### config.mk
export PLATFORM = sky130hd
export DESIGN_NAME = inst_fetch_queue
export DESIGN_NICKNAME = d
export VERILOG_FILES = /design/src/rtl/ifq_pkg.sv /design/src/rtl/ifq_hw_buffer.sv /design/src/rtl/inst_fetch_queue.sv
export SDC_FILE = /design/constraint.sdc
export NUM_CORES = 1
export LEC_CHECK = 0
export CAP_MARGIN = 10
export CORE_MARGIN = 5
export CORE_UTILIZATION = 49
export CTS_CLUSTER_DIAMETER = 30
export DETAILED_ROUTE_END_ITERATION = 7
export PLACE_DENSITY_LB_ADDON = 0.08
export SLEW_MARGIN = 30
export SYNTH_ARGS = -nofsm -noshare
export SYNTH_HDL_FRONTEND = slang
export SYNTH_HIERARCHICAL = 1
export SYNTH_SLANG_ARGS = --single-unit
export TNS_END_PERCENT = 50
### constraint.sdc
create_clock -name clk -period 3.2 [get_ports clk]
set_input_delay 0.64 -clock clk [delete_from_list [all_inputs] [get_ports clk]]
set_output_delay 0.64 -clock clk [all_outputs]
set_load 0.1 [all_outputs]
### src/rtl/ifq_pkg.sv
// Shared types and helpers for the instruction fetch queue.
// The optional Thumb-2 support is selected by the IFQ_THUMB2_EN macro in inst_fetch_queue.
package ifq_pkg;

  typedef enum logic [1:0] {
    FETCH   = 2'd0,
    HOLD    = 2'd1,
    DISCARD = 2'd2
  } ifq_state_t;

  // Leading five bits that mark the first halfword of a 32-bit Thumb-2 instruction.
  localparam logic [4:0] T32_PFX_A = 5'b11101;
  localparam logic [4:0] T32_PFX_B = 5'b11110;
  localparam logic [4:0] T32_PFX_C = 5'b11111;

  function automatic logic is_thumb32(input logic [15:0] hw);
    return (hw[15:11] == T32_PFX_A) || (hw[15:11] == T32_PFX_B) ||
           (hw[15:11] == T32_PFX_C);
  endfunction

endpackage

### src/rtl/ifq_hw_buffer.sv
// Circular halfword buffer: up to two halfwords written and two read per cycle.
// The clr input empties the queue by snapping rd_ptr onto wr_ptr.
module ifq_hw_buffer #(
  parameter int DEPTH     = 4,
  parameter bit LOOKAHEAD = 1'b1,
  localparam int AW       = $clog2(DEPTH),
  localparam int CW       = AW + 1
) (
  input  logic          clk,
  input  logic          rst_n,
  input  logic          clr,
  input  logic [1:0]    wr_n,
  input  logic [15:0]   wr_d0,
  input  logic [15:0]   wr_d1,
  input  logic [1:0]    rd_n,
  output logic [15:0]   q0,
  output logic [15:0]   q1,
  output logic [CW-1:0] count
);

  logic [15:0]   mem [DEPTH];
  logic [AW-1:0] rd_ptr;
  logic [AW-1:0] wr_ptr;

  // NOTE: storage has no reset; the outputs below are masked by count, so stale
  // contents are never visible and the array can map onto plain registers or RAM.
  always_ff @(posedge clk) begin
    if (!clr) begin
      if (wr_n != 2'd0) mem[wr_ptr] <= wr_d0;
      if (wr_n == 2'd2) mem[wr_ptr + AW'(1)] <= wr_d1;
    end
  end

  // NOTE: sequential state uses non-blocking assignments so every register
  // samples pre-edge values, independent of statement order.
  always_ff @(posedge clk or negedge rst_n) begin
    if (!rst_n) begin
      rd_ptr <= '0;
      wr_ptr <= '0;
      count  <= '0;
    end else if (clr) begin
      rd_ptr <= wr_ptr;
      count  <= '0;
    end else begin
      wr_ptr <= wr_ptr + AW'(wr_n);
      rd_ptr <= rd_ptr + AW'(rd_n);
      count  <= count + CW'(wr_n) - CW'(rd_n);
    end
  end

  assign q0 = (count != '0) ? mem[rd_ptr] : 16'h0000;
  assign q1 = (LOOKAHEAD && (count >= CW'(2))) ? mem[rd_ptr + AW'(1)] : 16'h0000;

endmodule

### src/rtl/inst_fetch_queue.sv
// Thumb prefetch queue: word fetch FSM, PC tracking and branch redirect.
// Define IFQ_THUMB2_EN to enable 32-bit instruction detection and two-halfword consume.
module inst_fetch_queue
  import ifq_pkg::*;
#(
  parameter int          DEPTH    = 4,
  parameter logic [31:0] RESET_PC = 32'h0000_0000
) (
  input  logic        clk,
  input  logic        rst_n,
  input  logic        flush,
  input  logic [31:0] flush_addr,
  output logic        mem_req,
  output logic [31:0] mem_addr,
  input  logic        mem_ack,
  input  logic [31:0] mem_rdata,
  output logic        dec_valid,
  input  logic        dec_ready,
  output logic [15:0] ir_q0,
  output logic [15:0] ir_q1,
  output logic        dec_is32,
  output logic [31:0] dec_pc
);

`ifdef IFQ_THUMB2_EN
  localparam bit THUMB2 = 1'b1;
`else
  localparam bit THUMB2 = 1'b0;
`endif

  localparam int CW = $clog2(DEPTH) + 1;

  ifq_state_t    state, state_nxt;
  logic [31:0]   fa;
  logic [31:0]   disc_addr;
  logic          drop_low;
  logic [CW-1:0] count;
  logic [CW-1:0] count_after;
  logic          req_pending;
  logic          ack_take;
  logic          accept;
  logic [1:0]    wr_n;
  logic [1:0]    rd_n;

  // Held in reset, the request is masked so no read escapes before release.
  assign req_pending = (state != HOLD);
  assign mem_req     = rst_n & req_pending;
  assign mem_addr    = !mem_req ? 32'h0 : (state == DISCARD) ? disc_addr : fa;

  assign ack_take  = (state == FETCH) && mem_ack && !flush;
  assign wr_n      = !ack_take ? 2'd0 : drop_low ? 2'd1 : 2'd2;

  assign dec_is32  = THUMB2 && is_thumb32(ir_q0);
  assign dec_valid = ((count >= CW'(1)) && !dec_is32) || (count >= CW'(2));
  assign accept    = dec_valid && dec_ready && !flush;
  assign rd_n      = !accept ? 2'd0 : dec_is32 ? 2'd2 : 2'd1;

  assign count_after = count + CW'(wr_n) - CW'(rd_n);

  ifq_hw_buffer #(
    .DEPTH    (DEPTH),
    .LOOKAHEAD(THUMB2)
  ) u_buf (
    .clk  (clk),
    .rst_n(rst_n),
    .clr  (flush),
    .wr_n (wr_n),
    .wr_d0(drop_low ? mem_rdata[31:16] : mem_rdata[15:0]),
    .wr_d1(mem_rdata[31:16]),
    .rd_n (rd_n),
    .q0   (ir_q0),
    .q1   (ir_q1),
    .count(count)
  );

  // NOTE: next-state is defaulted first so no path through the block leaves it
  // unassigned, which would otherwise infer a latch.
  always_comb begin
    state_nxt = state;
    unique case (state)
      FETCH:   if (mem_ack && (count_after > CW'(DEPTH - 2))) state_nxt = HOLD;
      HOLD:    if (count_after <= CW'(DEPTH - 2)) state_nxt = FETCH;
      DISCARD: if (mem_ack) state_nxt = FETCH;
      default: state_nxt = FETCH;
    endcase
    if (flush) state_nxt = (req_pending && !mem_ack) ? DISCARD : FETCH;
  end

  always_ff @(posedge clk or negedge rst_n) begin
    if (!rst_n) state <= FETCH;
    else        state <= state_nxt;
  end

  always_ff @(posedge clk or negedge rst_n) begin
    if (!rst_n) begin
      fa        <= RESET_PC & ~32'h3;
      drop_low  <= RESET_PC[1];
      dec_pc    <= RESET_PC;
      disc_addr <= 32'h0;
    end else if (flush) begin
      fa       <= flush_addr & ~32'h3;
      drop_low <= flush_addr[1];
      dec_pc   <= flush_addr & ~32'h1;
      // A still-open read keeps its original address until its ack is dropped.
      if (state == FETCH) disc_addr <= fa;
    end else begin
      if (ack_take) begin
        fa       <= fa + 32'd4;
        drop_low <= 1'b0;
      end
      if (accept) dec_pc <= dec_pc + (dec_is32 ? 32'd4 : 32'd2);
    end
  end

endmodule
==> results of run 1 <==
## cells in the final DEF, fill, tap and decap left out, types with 28 or more instances in the layout
master,instances
a21oi_1,45
a31oi_1,28
buf_12,52
buf_4,62
clkdlybuf4s50_1,65
dfrtp_1,101
edfxtp_1,64
mux2_2,112
nand2_1,91
nor2_1,39
## layout make-up
cell class                      instances  area, µm²  area share
Multi-Input combinational cell        627       4726      0.3829
Sequential cell                       165       4449      0.3605
Timing Repair Buffer                  180       2162      0.1752
Clock buffer                           26      526.8     0.04268
Tap cell                              265      331.6     0.02687
Inverter                               28      105.1    0.008517
Clock inverter                          6      40.04    0.003244
## flip-flops by register name, indices dropped and copies added, names as in the netlist
register / cells
dec_pc: 31
disc_addr: 30
u_buf/mem: 64
drop_low: 1
u_buf/count: 3
state: 2
fa: 30
u_buf/rd_ptr: 2
u_buf/wr_ptr: 2
## worst reg2reg max path: cells and delay by family, from the launching register on
family / cells / cell delay, ns
flip-flops: 1 / 0.46
buffers and inverters: 4 / 0.31
AO/OA/AOI/OAI: 1 / 0.06
XOR/XNOR: 2 / 0.33
AND/OR/NAND/NOR: 4 / 0.64
adder cells (fa/ha/maj): 3 / 0.79
## cells by family after synthesis
logic type               synth area share
AO/OA/AOI/OAI                     0.08757
XOR/XNOR                          0.02294
adder cells (fa/ha/maj)           0.01809
buffers and inverters             0.04982
flip-flops                         0.4662
multiplexers                       0.1898
other                           0.0007869
AND/OR/NAND/NOR                    0.1648
## worst min-delay path by stage
stage / to / depth (start not counted) / slack (ns) / startpoint
floorplan: dec_pc[10]$_DFFE_PN0N_ / 0 / 0.34 / rst_n
global placement: disc_addr[7]$_DFFE_PN0P_ / 1 / 0.49 / disc_addr[7]$_DFFE_PN0P_
detailed placement: disc_addr[23]$_DFFE_PN0P_ / 1 / 0.50 / disc_addr[23]$_DFFE_PN0P_
CTS: dec_pc[8]$_DFFE_PN0N_ / 2 / 0.39 / rst_n
global route: dec_pc[1]$_DFFE_PN0N_ / 2 / 0.42 / rst_n
finish: u_buf/rd_ptr[0]$_DFF_PN0_ / 2 / 0.37 / rst_n
## per-layer routing
metal  GRT usage  wire length, µm
met5           0                0
met4     0.08192              656
met3     0.03664             1051
met2      0.3649            12290
met1      0.2850            10430
## power by group
group / leakage (nW) / internal, mW / switching (mW)
sequential: 1.75 / 2.59 / 0.365
clock: 0.274 / 1.14 / 0.839
combinational: 2.79 / 2.00 / 3.55
total: 4.81 / 5.73 / 4.75
==> flow_metrics.py, run 1 <==
metrics = {
    "yosys": {
        "avgSynthCellArea_um2": 10.98,
        "yosysMostFrequentCell": "mux2_2",
        "yosys-top-cells-count": "mux2_2, dfrtp_1, nand2_1, edfxtp_1, a21oi_1",
        "yosys_warnings": 6,
        "synth_cells": 869,
        "synth_area_leader_cell": "dfrtp_1",
        "yosys_most_used_dff": "dfrtp_1",
        "ys_seq_area_frac": 0.4662,
        "synth_area_mm2": 0.009544,
        "synthTopCellsByArea": "dfrtp_1, edfxtp_1, mux2_2",
        "synth_edf_count": 64,
        "yosys.area.top_type_share": 0.2648,
        "postSynth.asyncResetShare": 0.6121,
        "yosys.cell_types.count": 58,
        "ys_ff_latch": 165,
    },
    "die": {
        "dieArea_mm2": 0.02237,
        "start_util": 0.4936,
        "coreArea_mm2": 0.01933,
        "row_count": 51,
        "boundaryPins": 168,
        "die_h_um": 149.6,
        "chipWidth_um": 149.6,
    },
    "setup_path": {
        "rr_worst_depth": 14,
        "cp.depth": 5,
        "arrival_ns": 2.11,
        "crit_type": "reg -> out",
        "reg2reg_slack_ns": 0.52,
        "critical-path-max-stage-delay_ns": 0.51,
        "path_cells": "nor2b_2 -> buf_4 -> nand2_1 -> a21oi_1 -> buf_12",
        "crit_family": "buffers and inverters",
        "critPathLaunch": "state[1]$_DFFE_PN0P_",
        "required_ns": 2.56,
        "critPathMaxFanout": 30,
        "critPathLaunchType": "register",
        "rr_startpoint": "u_buf/count[1]$_DFF_PN0_",
        "crit_path_end_kind": "output port",
        "cp_num_buf_inv": 2,
        "reg2reg_to": "state[0]$_DFFE_PN0P_",
        "crit_slowest_cell": "dfrtp_1",
        "critPathCapture": "mem_addr[31]",
    },
    "clock_network": {
        "cts_made_buffers": 17,
        "clk_latency_ns": 0.43,
        "cts_tree": "done",
        "ctsHoldBuffers": 0,
        "clkSinkCount": 165,
        "cts_buffer_depth": 2,
        "post_cts_resized": 0,
        "cts_root_buf": "clkbuf_16",
        "path_clk_slew_ns": 0.06,
        "post_cts_buffers": 0,
        "htreeDepth": 4,
    },
    "power": {
        "ir_drop_v": 0.0005350,
        "power_density_mw_per_mm2": 849.6,
        "total_power_mw": 10.48,
        "p_leak_nw": 4.811,
    },
    "layout": {
        "syn_to_final_growth_pct": 29.30,
        "finish.instance_area_mm2": 0.01234,
        "drive_above_1_share": 0.2917,
        "final_cells": 1297,
        "nFillCells": 1545,
        "n_antenna_cell": 0,
        "final_core_util": 0.6383,
        "final_nets": 1100,
    },
    "global_route": {
        "grt_max_degree": 53,
        "antenna_found_initial": 0,
        "grt_pass1_vias": 7053,
        "grt_pass1_wl_um": 38060,
        "track_usage": 0.2177,
        "overflow": 0,
    },
    "timing": {
        "relSlewSlack": 0.5404,
        "hold_viol": 0,
        "setup_tns_ns": 0,
        "finalCritPeriodShare": 0.8603,
        "rsz0062_at_grt": "false",
        "slew_violations": 0,
        "fmax_ghz": 0.3632,
        "finalClockSkew_ns": 0.01807,
        "tightest_slew_ns": 0.6894,
        "min_period_ns": 2.753,
        "setup_viol": 0,
        "hold_ws_ns": 0.3665,
        "setup_slack_ns": 0.4469,
    },
    "placement": {
        "place_ws_ns": 0.07294,
        "port_buffers": 146,
        "dpl_cell_area_mm2": 0.01177,
        "dp_cells": 1265,
        "dp_hpwl_um": 17070,
        "gp_congestion": 0.8384,
    },
    "detailed_routing": {
        "viasPerCell": 5.664,
        "antenna_left": 0,
        "totalWireLength_um": 24430,
        "dr.pass1.iters": 5,
        "drc_errors": 0,
        "drtIter0Drc": 378,
        "vias": 7346,
        "wire_per_inst_um": 18.83,
    },
    "hold_path": {
        "hp-class": "in -> async",
    },
    "run": {
        "max-cap-violations": 0,
    },
    "run_status": {
        "status": "complete, no violations",
    },
}
Note: power is estimated with default switching activity, not from simulation.
==> inputs of run 2 (changes only) <==
- CAP_MARGIN: 10 -> not set
==> results of run 2 <==
The final DEF is identical to that of run 1; final timing and power are the same.
